$ cat config.mk
export PLATFORM = sky130hd
export DESIGN_NAME = param_fifo
export DESIGN_NICKNAME = d
export VERILOG_FILES = /design/src/rtl/fifo_pkg.sv /design/src/rtl/fifo_ram.sv /design/src/rtl/param_fifo.sv
export SDC_FILE = /design/constraint.sdc
export NUM_CORES = 1
export LEC_CHECK = 0
export ABC_AREA = 1
export CORE_MARGIN = 1.5
export CORE_UTILIZATION = 39
export CTS_BUF_LIST = sky130_fd_sc_hd__clkbuf_2 sky130_fd_sc_hd__clkbuf_4 sky130_fd_sc_hd__clkbuf_8
export CTS_CLUSTER_DIAMETER = 80
export DETAILED_ROUTE_END_ITERATION = 7
export SLEW_MARGIN = 20
export SYNTH_ARGS = -nofsm -noshare
export SYNTH_HDL_FRONTEND = slang
export SYNTH_SLANG_ARGS = --single-unit
$ cat constraint.sdc
create_clock -name clk_i -period 2.1 [get_ports clk_i]
set_input_delay 0.21 -clock clk_i [delete_from_list [all_inputs] [get_ports clk_i]]
set_output_delay 0.21 -clock clk_i [all_outputs]
set_load 0.02 [all_outputs]
$ cat src/rtl/fifo_pkg.sv
// fifo_pkg: read-mode constants and fill-counter width helper
package fifo_pkg;
  localparam int FIFO_MODE_REG = 0;
  localparam int FIFO_MODE_FWFT = 1;
  function automatic int fill_width(input int depth);
    return $clog2(depth + 1);
  endfunction
endpackage

$ cat src/rtl/fifo_ram.sv
// fifo_ram: WORD x DEPTH storage, one write port, one write-first registered read port with sync zero
module fifo_ram #(
  parameter int WORD = 8,
  parameter int DEPTH = 8,
  parameter int AW = $clog2(DEPTH)
) (
  input  logic            clk_i,
  input  logic            rst_ni,
  input  logic            we_i,
  input  logic [AW-1:0]   waddr_i,
  input  logic [WORD-1:0] wdata_i,
  input  logic            re_i,
  input  logic [AW-1:0]   raddr_i,
  input  logic            zero_i,
  output logic [WORD-1:0] rdata_o
);
  logic [WORD-1:0] mem [DEPTH];
  always_ff @(posedge clk_i)
    if (we_i) mem[waddr_i] <= wdata_i;
  // forwarding the write lets a word pushed into the head slot show up with no extra cycle
  always_ff @(posedge clk_i)
    rdata_o <= (!rst_ni || zero_i) ? '0 : !re_i ? rdata_o : (we_i && waddr_i == raddr_i) ? wdata_i : mem[raddr_i];
endmodule

$ cat src/rtl/param_fifo.sv
// param_fifo: parameterised FIFO, registered or first-word-fall-through read.
// Sticky ovf_o/udf_o flags exist only when PARAM_FIFO_ERR_FLAGS_EN is defined.
module param_fifo
  import fifo_pkg::*;
#(
  parameter int WORD = 8,
  parameter int DEPTH = 8,
  parameter int AFULL = DEPTH - 1,
  parameter int AEMPTY = 1,
  parameter int FWFT = FIFO_MODE_REG
) (
  input  logic                         clk_i,
  input  logic                         rst_ni,
  input  logic                         wr_i,
  input  logic [WORD-1:0]              data_i,
  input  logic                         rd_i,
  input  logic                         clr_i,
  output logic [WORD-1:0]              data_o,
  output logic                         full_o,
  output logic                         empty_o,
  output logic                         afull_o,
  output logic                         aempty_o,
  output logic [fill_width(DEPTH)-1:0] fill_o,
  output logic                         ovf_o,
  output logic                         udf_o
);
  localparam int AW = $clog2(DEPTH);
  localparam int FW = fill_width(DEPTH);
  localparam bit FT = FWFT == FIFO_MODE_FWFT;
  logic [AW-1:0] wr_ptr, rd_ptr, wr_ptr_nxt, rd_ptr_nxt;
  logic [FW-1:0] fill_nxt;
  logic wr_en, rd_en;
  assign wr_en = wr_i && !full_o;
  assign rd_en = rd_i && !empty_o;
  assign wr_ptr_nxt = !wr_en ? wr_ptr : (wr_ptr == AW'(DEPTH - 1)) ? '0 : wr_ptr + AW'(1);
  assign rd_ptr_nxt = !rd_en ? rd_ptr : (rd_ptr == AW'(DEPTH - 1)) ? '0 : rd_ptr + AW'(1);
  assign fill_nxt = fill_o + FW'(wr_en) - FW'(rd_en);
  // flags derive from the next count so they stay aligned with fill_o
  always_ff @(posedge clk_i)
    if (!rst_ni) begin
      wr_ptr   <= '0;
      rd_ptr   <= '0;
      fill_o   <= '0;
      full_o   <= 1'b0;
      empty_o  <= 1'b1;
      afull_o  <= 1'b0;
      aempty_o <= 1'b1;
    end else begin
      wr_ptr   <= wr_ptr_nxt;
      rd_ptr   <= rd_ptr_nxt;
      fill_o   <= fill_nxt;
      full_o   <= fill_nxt == FW'(DEPTH);
      empty_o  <= fill_nxt == '0;
      afull_o  <= fill_nxt >= FW'(AFULL);
      aempty_o <= fill_nxt <= FW'(AEMPTY);
    end
  // FWFT keeps the output register tracking the next head every cycle
  fifo_ram #(.WORD(WORD), .DEPTH(DEPTH)) u_ram (
    .clk_i   (clk_i),
    .rst_ni  (rst_ni),
    .we_i    (wr_en),
    .waddr_i (wr_ptr),
    .wdata_i (data_i),
    .re_i    (FT ? 1'b1 : rd_en),
    .raddr_i (FT ? rd_ptr_nxt : rd_ptr),
    .zero_i  (FT && fill_nxt == '0),
    .rdata_o (data_o)
  );
`ifdef PARAM_FIFO_ERR_FLAGS_EN
  always_ff @(posedge clk_i)
    if (!rst_ni) begin
      ovf_o <= 1'b0;
      udf_o <= 1'b0;
    end else begin
      ovf_o <= (wr_i && full_o && !rd_en) || (ovf_o && !clr_i);
      udf_o <= (rd_i && empty_o) || (udf_o && !clr_i);
    end
`else
  logic unused_clr;
  assign unused_clr = clr_i;
  assign ovf_o = 1'b0;
  assign udf_o = 1'b0;
`endif
endmodule

==> run metrics, run 1 <==
Layout Nets=416; Slew Limit Headroom=0.603; Final HPWL DP=5.26 mm; global-route usage over all layers=0.179; total design power=about 5.6 mW; die area=between 10000 and 15000 um2; synth warn=0; clk_skew=around 0.0062 ns; status=finished, final reports clean; root buffer cell=clkbuf_8; worst-path fanout max=2; vias in the first global route=2513; Cell variety after synth=33; final WL=8.32 mm; achievable frequency=506 MHz; reg2reg setup slack=0.15 ns; CP required=2.35 ns; share of layout cells above drive strength 1=0.158; Critical Path End=empty_o; setup ws final=about 0.12 ns; LEAKAGE=1.72 nW; commonest non-fill, non-tap cell in the layout=edfxtp_1; WP data arrival=between 2 and 2.5 ns; final antenna-violating net count=0; Tightest Hold Check Type=reg2reg; RSZ-0062 raised after global routing=false; grt ovf=0; most frequent cells in the layout=edfxtp_1 (64), nand2_1 (63), nor2_1 (47); R2R depth=13; Clock Latency Late Sink=0.35 ns; Tmin final=1.98 ns; Least-Margin Pin Slew=0.595 ns; ant diodes=0; setup violators final=0; Critical Path Source=rd_i; RR Startpoint=empty_o; final-layout fill cell count=846; Initial Utilization=0.400; htree depth=3; area grow syn2layout=20.9%; vias per cell=a little over 5; cell internal pwr=3.73 mW; Yosys reg bits=86; Synth Flop Type=edfxtp_1; fin area=4450 um2; number of synthesized flops with an enable pin=between 60 and 70; area of placed instances=~4200 um2; TritonCTS Buffers=9; Rows=35; clock sinks=86; DP Worst Slack=-0.272 ns; Max IR drop VDD=0.000492 V; IO buf count=27; Post-route DRC=0; Syn Area/Cell=10.5 um2; crit share post-route=0.942; Max stage delay cell, worst path=clkdlybuf4s50_1; combinational share of power=0.334; Clk pwr share=0.266; Slew Limit Fails=0; Syn Inst Count=351; Die Height=about 100 um; final hold viol count=0; # IOs=31; synthesized area=3680 um2; critical path cell sequence=clkdlybuf4s50_1 > inv_1 > nor2_4 > ha_4 > inv_1 > ha_2 > inv_1 > fa_2 > or2_1 > nand2_2 > inv_2 > nand2_2 > o21ai_2 > inv_2 > nor2_1; Placeable Area=slightly above 9000 um2; WL per Instance=16.3 um; element type at the critical path start=primary input; sequential power share=0.399; fin util=0.484; Sw Ratio=0.332; DRT iter0 DRCs=200; 1st-pass router iterations=4; Chip Width=100 um; switching power=1.85 mW; RR Endpoint=empty_o; Power Density=1250 nW/um2; sequential fraction of the synthesis area=0.642; max cap viols=0; CTS tree=done; CP most frequent cell=inv_1; setup TNS after final layout=0 ns; Worst Path Class, Setup=in2reg; max incr delay on CP=between 0.4 and 0.5 ns; Worst Setup End Kind=flop; initial antenna violation count=0; first-pass GRT wire length=between 10 and 15 mm; GP Congestion=0.758; ys async rst share=0; CTS Hold Bufs=0; largest net degree at the start of global routing=35; DR vias=between 2000 and 3000; clk slew on worst S/H paths=around 0.09 ns; Clock Tree Buf Depth=2
## what timing repair did
item | CTS | global route
endpoints found under the hold margin | 0 | 0
setup endpoints to repair | 0 | 5
buffers inserted | 0 | 0
resized for setup | 0 | 7
## worst min-delay path by stage
| stage | slack, ns | cells after the start | endpoint | startpoint |
|---|---|---|---|---|
| finish | 0.47 | 2 | u_ram.rdata_o[6] | u_ram.rdata_o[6] |
| global route | 0.50 | 2 | u_ram.rdata_o[3] | u_ram.rdata_o[3] |
| CTS | 0.47 | 2 | u_ram.rdata_o[3] | u_ram.rdata_o[3] |
| detailed placement | 0.46 | 2 | u_ram.rdata_o[3] | u_ram.rdata_o[3] |
| global placement | 0.45 | 2 | u_ram.rdata_o[3] | u_ram.rdata_o[3] |
| floorplan | 0.31 | 0 | u_ram.mem[0][0] | data_i[0] |
## registers in the layout, summed over array words and instances, names as in the netlist
register and cells:
aempty_o 1, fill_o 4, full_o 1, u_ram.rdata_o 8, empty_o 1, afull_o 1
rd_ptr 3, wr_ptr 3, u_ram.mem 64
## per-stage QoR
stage	hold WS, ns	std cells
2_1_floorplan	0.309	352
3_5_place_dp	0.459	494
3_3_place_gp	0.453	494
4_1_cts	0.472	510
5_1_grt	0.497	510
6_report	0.468	510
## Yosys cell counts, types with 2 or more instances
| library cell | instances | area, um2 |
|---|---|---|
| nand2_1 | 65 | 244 |
| edfxtp_1 | 64 | 1920 |
| nor2_1 | 48 | 180 |
| nand3_1 | 35 | 175 |
| dfxtp_1 | 22 | 440 |
| inv_1 | 21 | 78.8 |
| o21ai_0 | 14 | 70.1 |
| a21oi_1 | 13 | 65.1 |
| o21ai_1 | 12 | 60.1 |
| buf_2 | 8 | 40.0 |
| ha_1 | 8 | 100 |
| inv_2 | 6 | 22.5 |
| nand3_2 | 5 | 50.1 |
| nand4_1 | 4 | 25.0 |
| buf_4 | 3 | 22.5 |
| clkbuf_1 | 3 | 11.3 |
| a211oi_1 | 2 | 15.0 |
| buf_6 | 2 | 22.5 |
| nand2_2 | 2 | 12.5 |
## cell type report
| cell class | instances | area, um2 | share of cell area |
|---|---|---|---|
| Inverter | 29 | 114 | 0.0256 |
| Timing Repair Buffer | 47 | 420 | 0.0945 |
| Clock inverter | 7 | 136 | 0.0306 |
| Multi-Input combinational cell | 221 | 1150 | 0.258 |
| Tap cell | 111 | 139 | 0.0312 |
| Sequential cell | 86 | 2370 | 0.532 |
| Clock buffer | 9 | 124 | 0.0278 |
## worst max-delay path, delay by kind of cell
family                     cells  cell delay (ns)
and+or+nand+nor                5             0.52
buffers and inverters          6             0.70
AOI/OAI and AO/OA              1             0.07
adders and majority gates      3             0.72
## kinds of logic (layout without fill, tap and decap cells)
logic type	after synthesis	in the layout	share of synthesized area
other	1	2	0.00102
buffers and inverters	45	92	0.0564
adders and majority gates	9	9	0.0326
DFF	86	86	0.642
xor gates and xnor gates	3	3	0.00918
AOI/OAI and AO/OA	45	45	0.0666
and+or+nand+nor	162	162	0.193
## metal layers
layer / global-route usage / routed length, um / vias up
met5: 0 / 0 / -
met4: 0.0867 / 129 / 0
met3: 0.0362 / 605 / 9
met2: 0.279 / 3790 / 89
met1: 0.239 / 3790 / 1210
li1: - / - / 1270
## power groups by stage
stage / clock network [mW] / logic, mW / registers, mW
2_1_floorplan: 0 / 1.09 / 2.34
3_5_place_dp: 0 / 1.83 / 2.26
5_1_grt: 1.59 / 2.08 / 2.25
3_3_place_gp: 0 / 1.80 / 2.25
4_1_cts: 1.52 / 1.84 / 2.23
6_report: 1.49 / 1.87 / 2.23
(Power assumes the default switching activity.)
==> run 2, diff against run 1 <==
SLEW_MARGIN = 5   (was 20)
==> results of run 2 <==
Final layout, timing and power as in run 1 (identical DEF).
==> run 3, diff against run 2 <==
MAX_ROUTING_LAYER = met4   (was not set)
==> run 3 against run 2 <==
  * Sequential power is essentially flat
  * Maximum frequency is 0.10% higher
  * Count of clock-buffer cells in the layout unchanged
  * Setup slack better by 0.0020 ns
  * Clock power about the same
  * Power increased by 0.25%
  * First-iteration DRC count grew 3.5%
  * Via count grew 0.27%
  * Global-route usage up 0.52 points
  * Combinational power about the same
  * Clock skew about the same
==> run metrics, run 3 (synthesis results as in run 1) <==
crit path buf inv count=6; GP Congestion=0.767; stages on the worst setup path=15; switching power=1.87 mW; clk_skew=0.00662 ns; Clock Latency Late Sink=between 0.3 and 0.4 ns; Worst Setup End Kind=flop; critical path cell sequence=clkdlybuf4s50_1 > inv_1 > nor2_4 > ha_4 > inv_1 > ha_2 > inv_1 > fa_2 > or2_1 > nand2_2 > inv_2 > nand2_2 > o21ai_2 > inv_2 > nor2_1; Slew Limit Headroom=0.596; most flop-heavy register=u_ram.mem; ant diodes=0; Post-route DRC=0; worst-path fanout max=2; Die Height=~100 um; setup TNS after final layout=0 ns; Tmin final=~2 ns; RR Startpoint=empty_o; die area=between 10000 and 15000 um2; final hold viol count=0; most frequent cells in the layout=edfxtp_1 (64), nand2_1 (63), nor2_1 (47); Initial Utilization=0.400; vias per cell=between 5 and 6; IO buf count=27; final antenna-violating net count=0; max incr delay on CP=between 0.4 and 0.5 ns; Max stage delay cell, worst path=clkdlybuf4s50_1; Layout Nets=416; hold path cells=2; Critical Path Source=rd_i; Least-Margin Pin Slew=between 0.6 and 0.7 ns; Tightest Hold Check Type=reg2reg; fin util=0.484; htree depth=3; sequential power share=0.398; final WL=between 8 and 9 mm; grt ovf=0; achievable frequency=a little over 500 MHz; initial antenna violation count=0; status=finished, final reports clean; Chip Width=100 um; CTS Hold Bufs=0; root buffer cell=clkbuf_8; RSZ-0062 raised after global routing=false; Hold Slack=about 0.47 ns; Max IR drop VDD=0.000497 V; R2R depth=13; CP most frequent cell=inv_1; Clock Tree Buf Depth=2; Rows=35; global-route usage over all layers=0.184; TritonCTS Buffers=9; post-CTS resize count=0; WL per Instance=16.5 um; # IOs=31; Worst Path Class, Setup=in2reg; Slew Limit Fails=0; Clk pwr share=0.266; max reg flops=64; CTS tree=done; cell internal pwr=3.73 mW; Sw Ratio=0.334; element type at the critical path start=primary input; Final HPWL DP=5.26 mm; LEAKAGE=1.72 nW; share of layout cells above drive strength 1=0.158; Power Density=1260 nW/um2; DR vias=2585; DRT iter0 DRCs=207; crit share post-route=0.941; first-pass GRT wire length=approximately 13 mm; WP data arrival=2.23 ns; CP required=approximately 2.4 ns; combinational share of power=0.335; Setup Buffers After CTS=0; Worst Hold Launch=u_ram.rdata_o[6]; clock sinks=86; cell family with most CP delay=adder cells; max cap viols=0; Placeable Area=9200 um2; commonest non-fill, non-tap cell in the layout=edfxtp_1; area grow syn2layout=20.9%; clk slew on worst S/H paths=0.09 ns; 1st-pass router iterations=4; setup violators final=0; largest net degree at the start of global routing=35; vias in the first global route=roughly 2500; Largest regs=u_ram.mem x64, u_ram.rdata_o x8, fill_o x4
[run 3: cell counts in the layout (fill, tap and decap cells not counted)]
Identical to the previous run, type by type.
[run 3: layout make-up]
| cell class | count | area [um2] |
|---|---|---|
| fillers | 846 | 4750 |
| flip-flops and latches | 86 | 2370 |
| multi-input cells | 221 | 1150 |
| repair buffers | 47 | 420 |
| well taps | 111 | 139 |
| clock inverters | 7 | 136 |
| clock buffers | 9 | 124 |
| inverters | 29 | 114 |
[run 3: routing by layer]
metal / track usage / part of all wire
met1: 0.238 / 0.47
met2: 0.279 / 0.46
met3: 0.0362 / 0.043
met4: 0.0867 / 0.021
met5: - / 0
[run 3: metrics by stage]
stage / std cells / power, mW / instance area (um2) / setup WS (ns)
floorplan: 352 / 3.43 / 3710 / 0.0206
global placement: 494 / 4.06 / 4170 / -0.242
detailed placement: 494 / 4.09 / 4170 / -0.272
CTS: 510 / 5.59 / 4430 / 0.0591
global route: 510 / 5.92 / 4450 / 0.00898
finish: 510 / 5.59 / 4450 / 0.125
[run 3: path summary, 6_finish.rpt]
kind | to | slack, ns
hold / removal | u_ram.rdata_o[6] | 0.47
setup / recovery | empty_o | 0.12
setup reg to reg | empty_o | 0.15
hold reg to reg | u_ram.rdata_o[6] | 0.47
[run 3: worst min-delay path, stage by stage, from the launching register on]
cell     delay, ns
dfxtp_1       0.32
nand2_1       0.06
a21oi_1       0.05
[run 3: power groups by stage]
stage,Clock (mW),Combinational (mW),Sequential (mW)
finish,1.49,1.88,2.23
global route,1.58,2.08,2.25
CTS,1.52,1.84,2.23
detailed placement,0,1.83,2.26
global placement,0,1.80,2.25
floorplan,0,1.09,2.34
